## src/rtl/pipe_stage_regs.sv

```systemverilog
// Pipeline register bank for the 5-stage MIPS core: fetch PC, IF/ID and
// ID/EX registers with stall/flush handling, per-stage valid bits and
// saturating stall/flush counters for performance debug.
module pipe_stage_regs #(
  parameter logic [31:0] RESET_PC = 32'h0000_0000,
  parameter int          CTRL_W   = 10,
  parameter int          CNT_W    = 16
) (
  input  logic              clk,
  input  logic              reset,
  input  logic              stallF,
  input  logic              stallD,
  input  logic              flushD,
  input  logic              flushE,
  input  logic [31:0]       pcnextF,
  output logic [31:0]       pcF,
  input  logic [31:0]       instrF,
  input  logic [31:0]       pcplus4F,
  output logic [31:0]       instrD,
  output logic [31:0]       pcplus4D,
  output logic              validD,
  input  logic [CTRL_W-1:0] ctrlD,
  input  logic [31:0]       rd1D,
  input  logic [31:0]       rd2D,
  input  logic [4:0]        rsD,
  input  logic [4:0]        rtD,
  input  logic [4:0]        rdD,
  input  logic [31:0]       signimmD,
  output logic [CTRL_W-1:0] ctrlE,
  output logic [31:0]       rd1E,
  output logic [31:0]       rd2E,
  output logic [4:0]        rsE,
  output logic [4:0]        rtE,
  output logic [4:0]        rdE,
  output logic [31:0]       signimmE,
  output logic              validE,
  output logic [CNT_W-1:0]  stall_cnt,
  output logic [CNT_W-1:0]  flush_cnt
);

  localparam logic [CNT_W-1:0] cntOne = {{(CNT_W-1){1'b0}}, 1'b1};
  localparam logic [CNT_W-1:0] cntMax = {CNT_W{1'b1}};

  // A flush in Decode only takes effect when Decode is not also stalled
  logic flushDApplied;
  assign flushDApplied = flushD & ~stallD;

  // Fetch PC: hold while fetch is stalled, otherwise take the fetch mux result
  always_ff @(posedge clk) begin
    if (reset) begin
      pcF <= RESET_PC;
    end else if (!stallF) begin
      pcF <= pcnextF;
    end
  end

  // IF/ID register: stall beats flush, flush inserts a NOP marked invalid
  always_ff @(posedge clk) begin
    if (reset) begin
      instrD   <= 32'h0;
      pcplus4D <= 32'h0;
      validD   <= 1'b0;
    end else if (stallD) begin
      instrD   <= instrD;
      pcplus4D <= pcplus4D;
      validD   <= validD;
    end else if (flushD) begin
      instrD   <= 32'h0;
      pcplus4D <= 32'h0;
      validD   <= 1'b0;
    end else begin
      instrD   <= instrF;
      pcplus4D <= pcplus4F;
      validD   <= 1'b1;
    end
  end

  // ID/EX register: a bubble zeroes every field so specifiers never forward
  always_ff @(posedge clk) begin
    if (reset || flushE) begin
      ctrlE    <= '0;
      rd1E     <= 32'h0;
      rd2E     <= 32'h0;
      rsE      <= 5'h0;
      rtE      <= 5'h0;
      rdE      <= 5'h0;
      signimmE <= 32'h0;
      validE   <= 1'b0;
    end else begin
      ctrlE    <= ctrlD;
      rd1E     <= rd1D;
      rd2E     <= rd2D;
      rsE      <= rsD;
      rtE      <= rtD;
      rdE      <= rdD;
      signimmE <= signimmD;
      validE   <= validD;
    end
  end

  // Stall-cycle counter, sticks at all-ones instead of wrapping
  always_ff @(posedge clk) begin
    if (reset) begin
      stall_cnt <= '0;
    end else if (stallF && (stall_cnt != cntMax)) begin
      stall_cnt <= stall_cnt + cntOne;
    end
  end

  // Flush-event counter, counts only flushes that actually cleared IF/ID
  always_ff @(posedge clk) begin
    if (reset) begin
      flush_cnt <= '0;
    end else if (flushDApplied && (flush_cnt != cntMax)) begin
      flush_cnt <= flush_cnt + cntOne;
    end
  end

endmodule

```

## config.mk

```make
export PLATFORM = sky130hd
export DESIGN_NAME = pipe_stage_regs
export DESIGN_NICKNAME = d
export VERILOG_FILES = /design/src/rtl/pipe_stage_regs.sv
export SDC_FILE = /design/constraint.sdc
export NUM_CORES = 1
export LEC_CHECK = 0
export CAP_MARGIN = 5
export CORE_AREA = 2 2 183 185
export DETAILED_ROUTE_END_ITERATION = 7
export DIE_AREA = 0 0 185 187
export PLACE_DENSITY = 0.65
export SETUP_SLACK_MARGIN = 0.02
export SLEW_MARGIN = 0
export SYNTH_ARGS = -nofsm -noshare
export SYNTH_HDL_FRONTEND = slang
export SYNTH_SLANG_ARGS = --single-unit
```

## constraint.sdc

```tcl
create_clock -name clk -period 1.8 [get_ports clk]
set_clock_uncertainty 0.15 [all_clocks]
set_input_delay 0.18 -clock clk [delete_from_list [all_inputs] [get_ports clk]]
set_output_delay 0.18 -clock clk [all_outputs]
set_load 0.02 [all_outputs]
```

==> flow_metrics.py, run 1 <==
metrics = {
    "worst_setup_path": {
        "timing.reg2reg.worst_path_depth": 5,
        "timing.rr.end": "flush_cnt[9]$_SDFFE_PP0P_",
        "worst_setup_path_start_kind": "register",
        "worst_path_bufs_invs": 1,
        "worstSetupEndpointType": "register",
        "worstReg2RegStart": "flush_cnt[3]$_SDFFE_PP0P_",
        "worstSetupPathType": "register to register",
        "crit_path_top_delay_cell": "or4_4",
        "cp.required_ns": 2.12,
        "ff2ff_setup_slack_ns": -0.09,
        "crit_path_cell_trace": "nand4_4 > buf_6 > or4_4 > or4_1 > a21oi_2",
        "critical_path_peak_fanout": 5,
        "critical_path.top_delay_family": "simple AND/OR/NAND/NOR gates",
        "cp_data_arrival_time_ns": 2.21,
        "slowest_delay_ns": 0.50,
    },
    "timing": {
        "fmax_mhz": 529,
        "report.final.slew_viol_count": 0,
        "period_needed_ns": 1.89,
        "max_slew.worst_pin.slew_ns": 0.524,
        "timing.hold.ws_ns": -0.123,
        "finalHoldViolCount": 12,
        "period_share_pct": 105,
        "final-setup-viol-count": 4,
        "rsz0062_at_grt": "true",
        "timing.max_slew.rel_slack_pct": 65.1,
        "final.setup.worst_slack_ns": -0.0889,
    },
    "yosys": {
        "synthCells": 770,
        "synth-adder-area-share_pct": 0.308,
        "synth_mux_area_share_pct": 4.45,
        "synth_fp_nets": 995,
        "synth_seq_area_share_pct": 61.9,
        "synth_top_family_by_area": "simple AND/OR/NAND/NOR gates",
        "synth.ff_latch_count": 251,
        "synthXorXnorAreaFrac_pct": 0.539,
        "synth-compound-area-share_pct": 9.61,
        "post_synth_num_cell_types": 40,
        "synth_simple_gate_area_share_pct": 20.7,
        "synth-warning-count": 0,
        "netlist_area_um2": 8120,
        "post_synth.cell_area_avg_um2": 10.5,
    },
    "detailed_routing": {
        "drt_iter0_markers": 324,
        "drt-pass1-iter-count": 4,
        "ant_nets": 0,
        "routedWlPerCell_um": 15.6,
        "via_count": 7534,
        "avgViaCountPerCell": 4.25,
        "drc": 0,
        "wl_um": 27600,
    },
    "layout": {
        "finish.net_count": 1530,
        "final_std_cell_area_no_fill_um2": 14800,
        "final_cell_count_no_fill": 1772,
        "area_delta_synth_final_pct": 82.1,
        "filler_cell_count": 3218,
        "antenna_cells_inserted": 0,
        "post-route-util_pct": 45.0,
        "final_layout_size_suffix_gt1_share_pct": 12.8,
    },
    "flow_run": {
        "maxCapViolations": 0,
    },
    "clock_network": {
        "htreeDepth": 1,
        "worst_skew_pair.late_latency_ns": 0.56,
        "cts_tree": "done",
        "clock_transition_at_the_registers_of_the_reported_paths_ns": 0.06,
        "root_buffer": "clkbuf_16",
        "cts_num_sinks": 251,
        "clockBufferDepth": 3,
        "cts_inserted_buffers": 29,
        "cts_hold_repair.buffers": 16,
    },
    "die": {
        "area_of_the_die_um2": 34600,
        "die_boundary_height_um": 187,
        "io_pins": 474,
        "starting_density_pct": 24.7,
        "die_x_um": 185,
        "placementRows": 67,
        "core_region_area_um2": 32900,
    },
    "place": {
        "place.detailed.hpwl_um": 20300,
        "numPlacedInstances": 1701,
        "postPlaceCellArea_um2": 13800,
        "finalWeightedCongestion": 0.788,
        "numPortBuffers": 473,
    },
    "power_and_ir_drop": {
        "power.ir.vdd_worst_mv": 0.765,
        "powerDensity_nw_per_um2": 905,
        "power.static_leakage_uw": 0.00679,
        "p_total_uw": 13400,
    },
    "status": {
        "violations": "hold timing, setup timing",
        "run_status": "complete, but fails checks",
    },
    "hold_path": {
        "worst_hold_path.endpoint": "stall_cnt[8]$_SDFFE_PP0P_",
        "startpoint_of_the_worst_hold_path": "reset",
        "min_delay_worst_type": "input port to register",
        "worst_hold_path.num_cells": 2,
    },
    "grt": {
        "grt_overflow": 0,
        "grt_usage_pct": 15.1,
        "grt_pass1_wl_um": 41400,
        "antenna_found_initial": 0,
        "grt_pass1_vias": 7528,
        "grt_start_max_net_pins": 95,
    },
}
worst max-delay path by stage:
stage                              start                         end  slack (ns)  depth (start not counted)
2_1_floorplan  stall_cnt[0]$_SDFFE_PP0P_   stall_cnt[1]$_SDFFE_PP0P_       0.009                          6
3_3_place_gp                      flushD   flush_cnt[9]$_SDFFE_PP0P_       -0.41                          6
3_5_place_dp   flush_cnt[0]$_SDFFE_PP0P_   flush_cnt[1]$_SDFFE_PP0P_       -0.42                          6
4_1_cts        flush_cnt[3]$_SDFFE_PP0P_  flush_cnt[13]$_SDFFE_PP0P_       -0.06                          5
5_1_grt        flush_cnt[3]$_SDFFE_PP0P_  flush_cnt[13]$_SDFFE_PP0P_       -0.13                          5
6_report       flush_cnt[3]$_SDFFE_PP0P_   flush_cnt[9]$_SDFFE_PP0P_       -0.09                          5
state kept, by name, summed over array words and instances (netlist names):
| signal | count |
|---|---|
| rd1E | 32 |
| stall_cnt | 16 |
| pcplus4D | 32 |
| flush_cnt | 16 |
| rsE | 5 |
| rtE | 5 |
| rdE | 5 |
| rd2E | 32 |
| signimmE | 32 |
| ctrlE | 10 |
| instrD | 32 |
| pcF | 32 |
| validD | 1 |
| validE | 1 |
power breakdown:
group | switching (uW) | internal, uW
clock network | 2390 | 3590
logic | 712 | 846
registers | 77.0 | 5760
logic make-up after synthesis:
logic type / count (synthesis)
AO/OA/AOI/OAI: 111
flip-flops: 251
AND/OR/NAND/NOR: 312
adder cells (fa/ha/maj): 2
buffers and inverters: 53
multiplexers: 36
XOR/XNOR: 5
repair_timing:
item / CTS / global route
cloned: 0 / 1
endpoints found under the setup margin: 263 / 22
buffers inserted: 4 / 0
gates resized for setup: 270 / 25
pin swaps: 7 / 14
endpoints found under the hold margin: 26 / 12
per-stage QoR:
| stage | setup slack, ns | setup TNS, ns | hold WS (ns) |
|---|---|---|---|
| 6_report | -0.0889 | -0.218 | -0.123 |
| 5_1_grt | -0.135 | -0.385 | -0.138 |
| 4_1_cts | -0.0642 | -0.214 | -0.163 |
| 3_5_place_dp | -0.422 | -4.41 | 0.317 |
| 3_3_place_gp | -0.412 | -4.19 | 0.307 |
| 2_1_floorplan | 0.00947 | 0 | 0.152 |
area by class of cell:
| cell class | count | area, um^2 | share of cell area [%] |
|---|---|---|---|
| Timing Repair Buffer | 551 | 5120 | 34.6 |
| Tap cell | 448 | 561 | 3.79 |
| Clock buffer | 35 | 800 | 5.41 |
| Clock inverter | 15 | 176 | 1.19 |
| Multi-Input combinational cell | 466 | 3030 | 20.5 |
| Inverter | 6 | 22.5 | 0.152 |
| Sequential cell | 251 | 5080 | 34.3 |
layout by cell type, fill, tap and decap left out, types with 4 or more instances in the layout:
cell             Yosys  final
buf_12               0      6
clkdlybuf4s15_1      0      8
clkbuf_16            0     30
dfxtp_2              0     16
xor2_1               4      4
dfxtp_4              0      9
inv_1                6      6
clkinv_2             0      5
nor2b_1              4      4
nand4_1              8      8
and2_1             122    122
clkdlybuf4s50_1      0    219
dfxtp_1            251    226
nor2_1             109    107
dlygate4sd2_1        0    236
a22oi_1             63     63
o21ai_1              9      9
o31ai_1             10      9
or3_1               10      9
or4_1               10     10
nand2_1             12     12
and3_1               6      4
a21oi_1             20     19
nor3_1               4      4
clkbuf_2             1      4
mux2i_1             35     35
buf_4                0     53
nand3_1             12     10
dlygate4sd3_1        0     16
layer usage:
metal	up-vias	wire length, um	global-route usage, %
li1	3707	-	-
met1	3468	10500	16.4
met2	308	13500	27.0
met3	51	2800	6.04
met4	0	770	4.18
met5	-	0	0
synth_stat cells, drive strengths merged:
cell	count	area, um^2
clkbuf	37	140
nand2	12	45.0
inv	6	22.5
nor2	109	409
o21a	1	7.51
mux2i	35	350
o21ai	10	50.0
nand2b	2	20.0
and2	122	763
nor4b	1	8.76
o31a	1	8.76
nand3	12	60.1
a211oi	1	7.51
ha	2	25.0
xnor2	1	8.76
or3	10	62.6
and3	6	37.5
nor2b	4	25.0
and4	4	35.0
nor4	4	25.0
a22oi	63	473
o41ai	2	32.5
o2111ai	3	26.3
nor3	5	30.0
dfxtp	251	5020
or4	11	86.3
nand4	9	62.6
nor3b	1	7.51
a21oi	20	100
buf	10	43.8
o31ai	10	75.1
mux2	1	11.3
xor2	4	35.0
(Power assumes the default switching activity.)
==> run 2, diff against run 1 <==
Settings changed: PLACE_DENSITY 0.65 to 0.63.
Clock period 1.8 ns to 1.9 ns, I/O delays scaled along.
==> run 2 against run 1 <==
  * The run now ends clean
  * Critical path depth decreased by 4
  * Via count fell by 0.32%
  * Final area increased by 0.14%
  * Critical endpoint is now pcplus4D[23]
  * Largest power group unchanged
  * Die area unchanged
  * Highest routed layer unchanged
  * Combinational power barely moved
  * Power shrank 4.6%
  * Largest cell class unchanged
  * Non-clock buffer count shrank 14
==> flow_metrics.py, run 2 (same netlist as run 1, synthesis figures left out) <==
metrics = {
    "worst_setup_path": {
        "slowest_delay_ns": 0.64,
        "worstSetupPathType": "register to output port",
        "worst_setup_path_start_kind": "register",
        "worst_path_bufs_invs": 1,
        "timing.reg2reg.worst_path_depth": 4,
        "worst-path-stages": 1,
        "worstSetupEndpointType": "output port",
        "crit_path_cell_trace": "clkdlybuf4s50_1",
        "cp_data_arrival_time_ns": 1.52,
        "critical_path_peak_fanout": 2,
        "cp.required_ns": 1.56,
        "crit_path_top_delay_cell": "clkdlybuf4s50_1",
        "critical_path.top_delay_family": "buffers and inverters",
        "ff2ff_setup_slack_ns": 0.08,
    },
    "place": {
        "place.detailed.hpwl_um": 20400,
        "numPortBuffers": 473,
        "dp_slack_ns": -0.306,
        "finalWeightedCongestion": 0.785,
    },
    "layout": {
        "final_layout_size_suffix_gt1_share_pct": 11.0,
        "layout.cells.most_common_list": "398 x clkdlybuf4s50_1, 236 x dfxtp_1, 122 x and2_1",
        "post-route-util_pct": 45.1,
        "finish.net_count": 1516,
        "antenna_cells_inserted": 0,
        "commonest_non_fill_non_tap_cell_in_the_layout": "clkdlybuf4s50_1",
        "area_delta_synth_final_pct": 82.4,
    },
    "grt": {
        "grt_pass1_wl_um": 41300,
        "grt_start_max_net_pins": 81,
        "antenna_found_initial": 0,
        "grt_overflow": 0,
        "grt_usage_pct": 15.0,
        "grt_pass1_vias": 7464,
    },
    "clock_network": {
        "worst_skew_pair.late_latency_ns": 0.54,
        "root_buffer": "clkbuf_16",
        "cts_inserted_buffers": 29,
        "cts_tree": "done",
        "cts_num_sinks": 251,
        "clockBufferDepth": 3,
        "clock_transition_at_the_registers_of_the_reported_paths_ns": 0.06,
        "htreeDepth": 1,
    },
    "die": {
        "die_boundary_height_um": 187,
        "placementRows": 67,
        "die_x_um": 185,
        "io_pins": 474,
        "core_region_area_um2": 32900,
        "starting_density_pct": 24.7,
        "area_of_the_die_um2": 34600,
    },
    "power_and_ir_drop": {
        "internal-power_uw": 9800,
        "power.static_leakage_uw": 0.00625,
        "powerDensity_nw_per_um2": 862,
        "power.ir.vdd_worst_mv": 0.693,
        "combPwrFrac_pct": 12.3,
        "switchingPower_uw": 2960,
        "pwr-share-seq_pct": 43.5,
        "share_clk_of_total_power_pct": 44.2,
        "swShare_pct": 23.2,
    },
    "detailed_routing": {
        "avgViaCountPerCell": 4.26,
        "drc": 0,
        "drt_iter0_markers": 311,
        "drt-pass1-iter-count": 4,
        "wl_um": 27300,
        "ant_nets": 0,
        "routedWlPerCell_um": 15.5,
        "via_count": 7510,
    },
    "timing": {
        "report.final.slew_viol_count": 0,
        "finalHoldViolCount": 0,
        "max_slew.worst_pin.slew_ns": 0.407,
        "period_share_pct": 98.0,
        "tns_ns": 0,
        "rsz0062_at_grt": "true",
        "period_needed_ns": 1.86,
        "final-setup-viol-count": 0,
        "final.setup.worst_slack_ns": 0.0383,
        "fmax_mhz": 537,
        "timing.max_slew.rel_slack_pct": 73.0,
    },
    "hold_path": {
        "min_delay_worst_type": "input port to register",
        "worst_hold_path.num_cells": 5,
    },
    "status": {
        "run_status": "completed",
    },
    "flow_run": {
        "maxCapViolations": 0,
    },
}
## run 2: stage by stage
stage	cells	hold WS (ns)	total power (uW)	cell area, um^2
floorplan	770	0.162	6250	8140
global placement	1697	0.324	7240	13700
detailed placement	1697	0.329	7250	13700
CTS	1756	0.0234	13000	14700
global route	1761	0.0322	13300	14800
finish	1761	0.0335	12800	14800
## run 2: worst reg2reg max path: stages, from the launching register on
cell and delay [ns]:
dfxtp_2 0.35, nand4_4 0.13, or4_4 0.56, or4_4 0.43
a21oi_2 0.13
## run 2: final cells by class
cell class | instances | area, um^2
clock buffer | 38 | 820
clock inverter | 15 | 161
fill | 3179 | 18100
inverter | 6 | 22.5
multi-input combinational | 466 | 2970
sequential | 251 | 5050
tap | 448 | 561
timing repair buffer | 537 | 5230
## run 2: worst paths after layout
check | start | endpoint
min reg2reg | instrD[30]$_SDFFE_PP0N_ | instrD[30]$_SDFFE_PP0N_
min | stallD | flush_cnt[12]$_SDFFE_PP0P_
max reg2reg | flush_cnt[5]$_SDFFE_PP0P_ | flush_cnt[9]$_SDFFE_PP0P_
max | pcplus4D[23]$_SDFFE_PP0N_ | pcplus4D[23]
## run 2: power by group through the flow
stage / Clock (uW) / Sequential [uW] / Combinational (uW)
4_1_cts: 5870 / 5550 / 1580
5_1_grt: 6050 / 5570 / 1680
6_report: 5650 / 5550 / 1570
2_1_floorplan: 0 / 5920 / 328
3_5_place_dp: 0 / 5660 / 1590
3_3_place_gp: 0 / 5660 / 1580
## run 2: repair_timing
action	4_1_cts	5_1_grt
hold buffers	3	0
gates cloned	0	1
buffers inserted	4	4
endpoints found under the setup margin	66	36
endpoints found under the hold margin	25	0
gates resized for setup	60	32
pin swaps	4	5
## run 2: per-layer routing
layer / wire length [um] / GRT usage [%] / part of all wire (%) / vias up
met5: 0 / 0 / 0 / -
met2: 13800 / 27.3 / 51 / 295
met4: 531 / 3.69 / 1.9 / 0
met3: 2400 / 4.85 / 8.8 / 40
li1: - / - / - / 3670
met1: 10500 / 16.8 / 39 / 3505
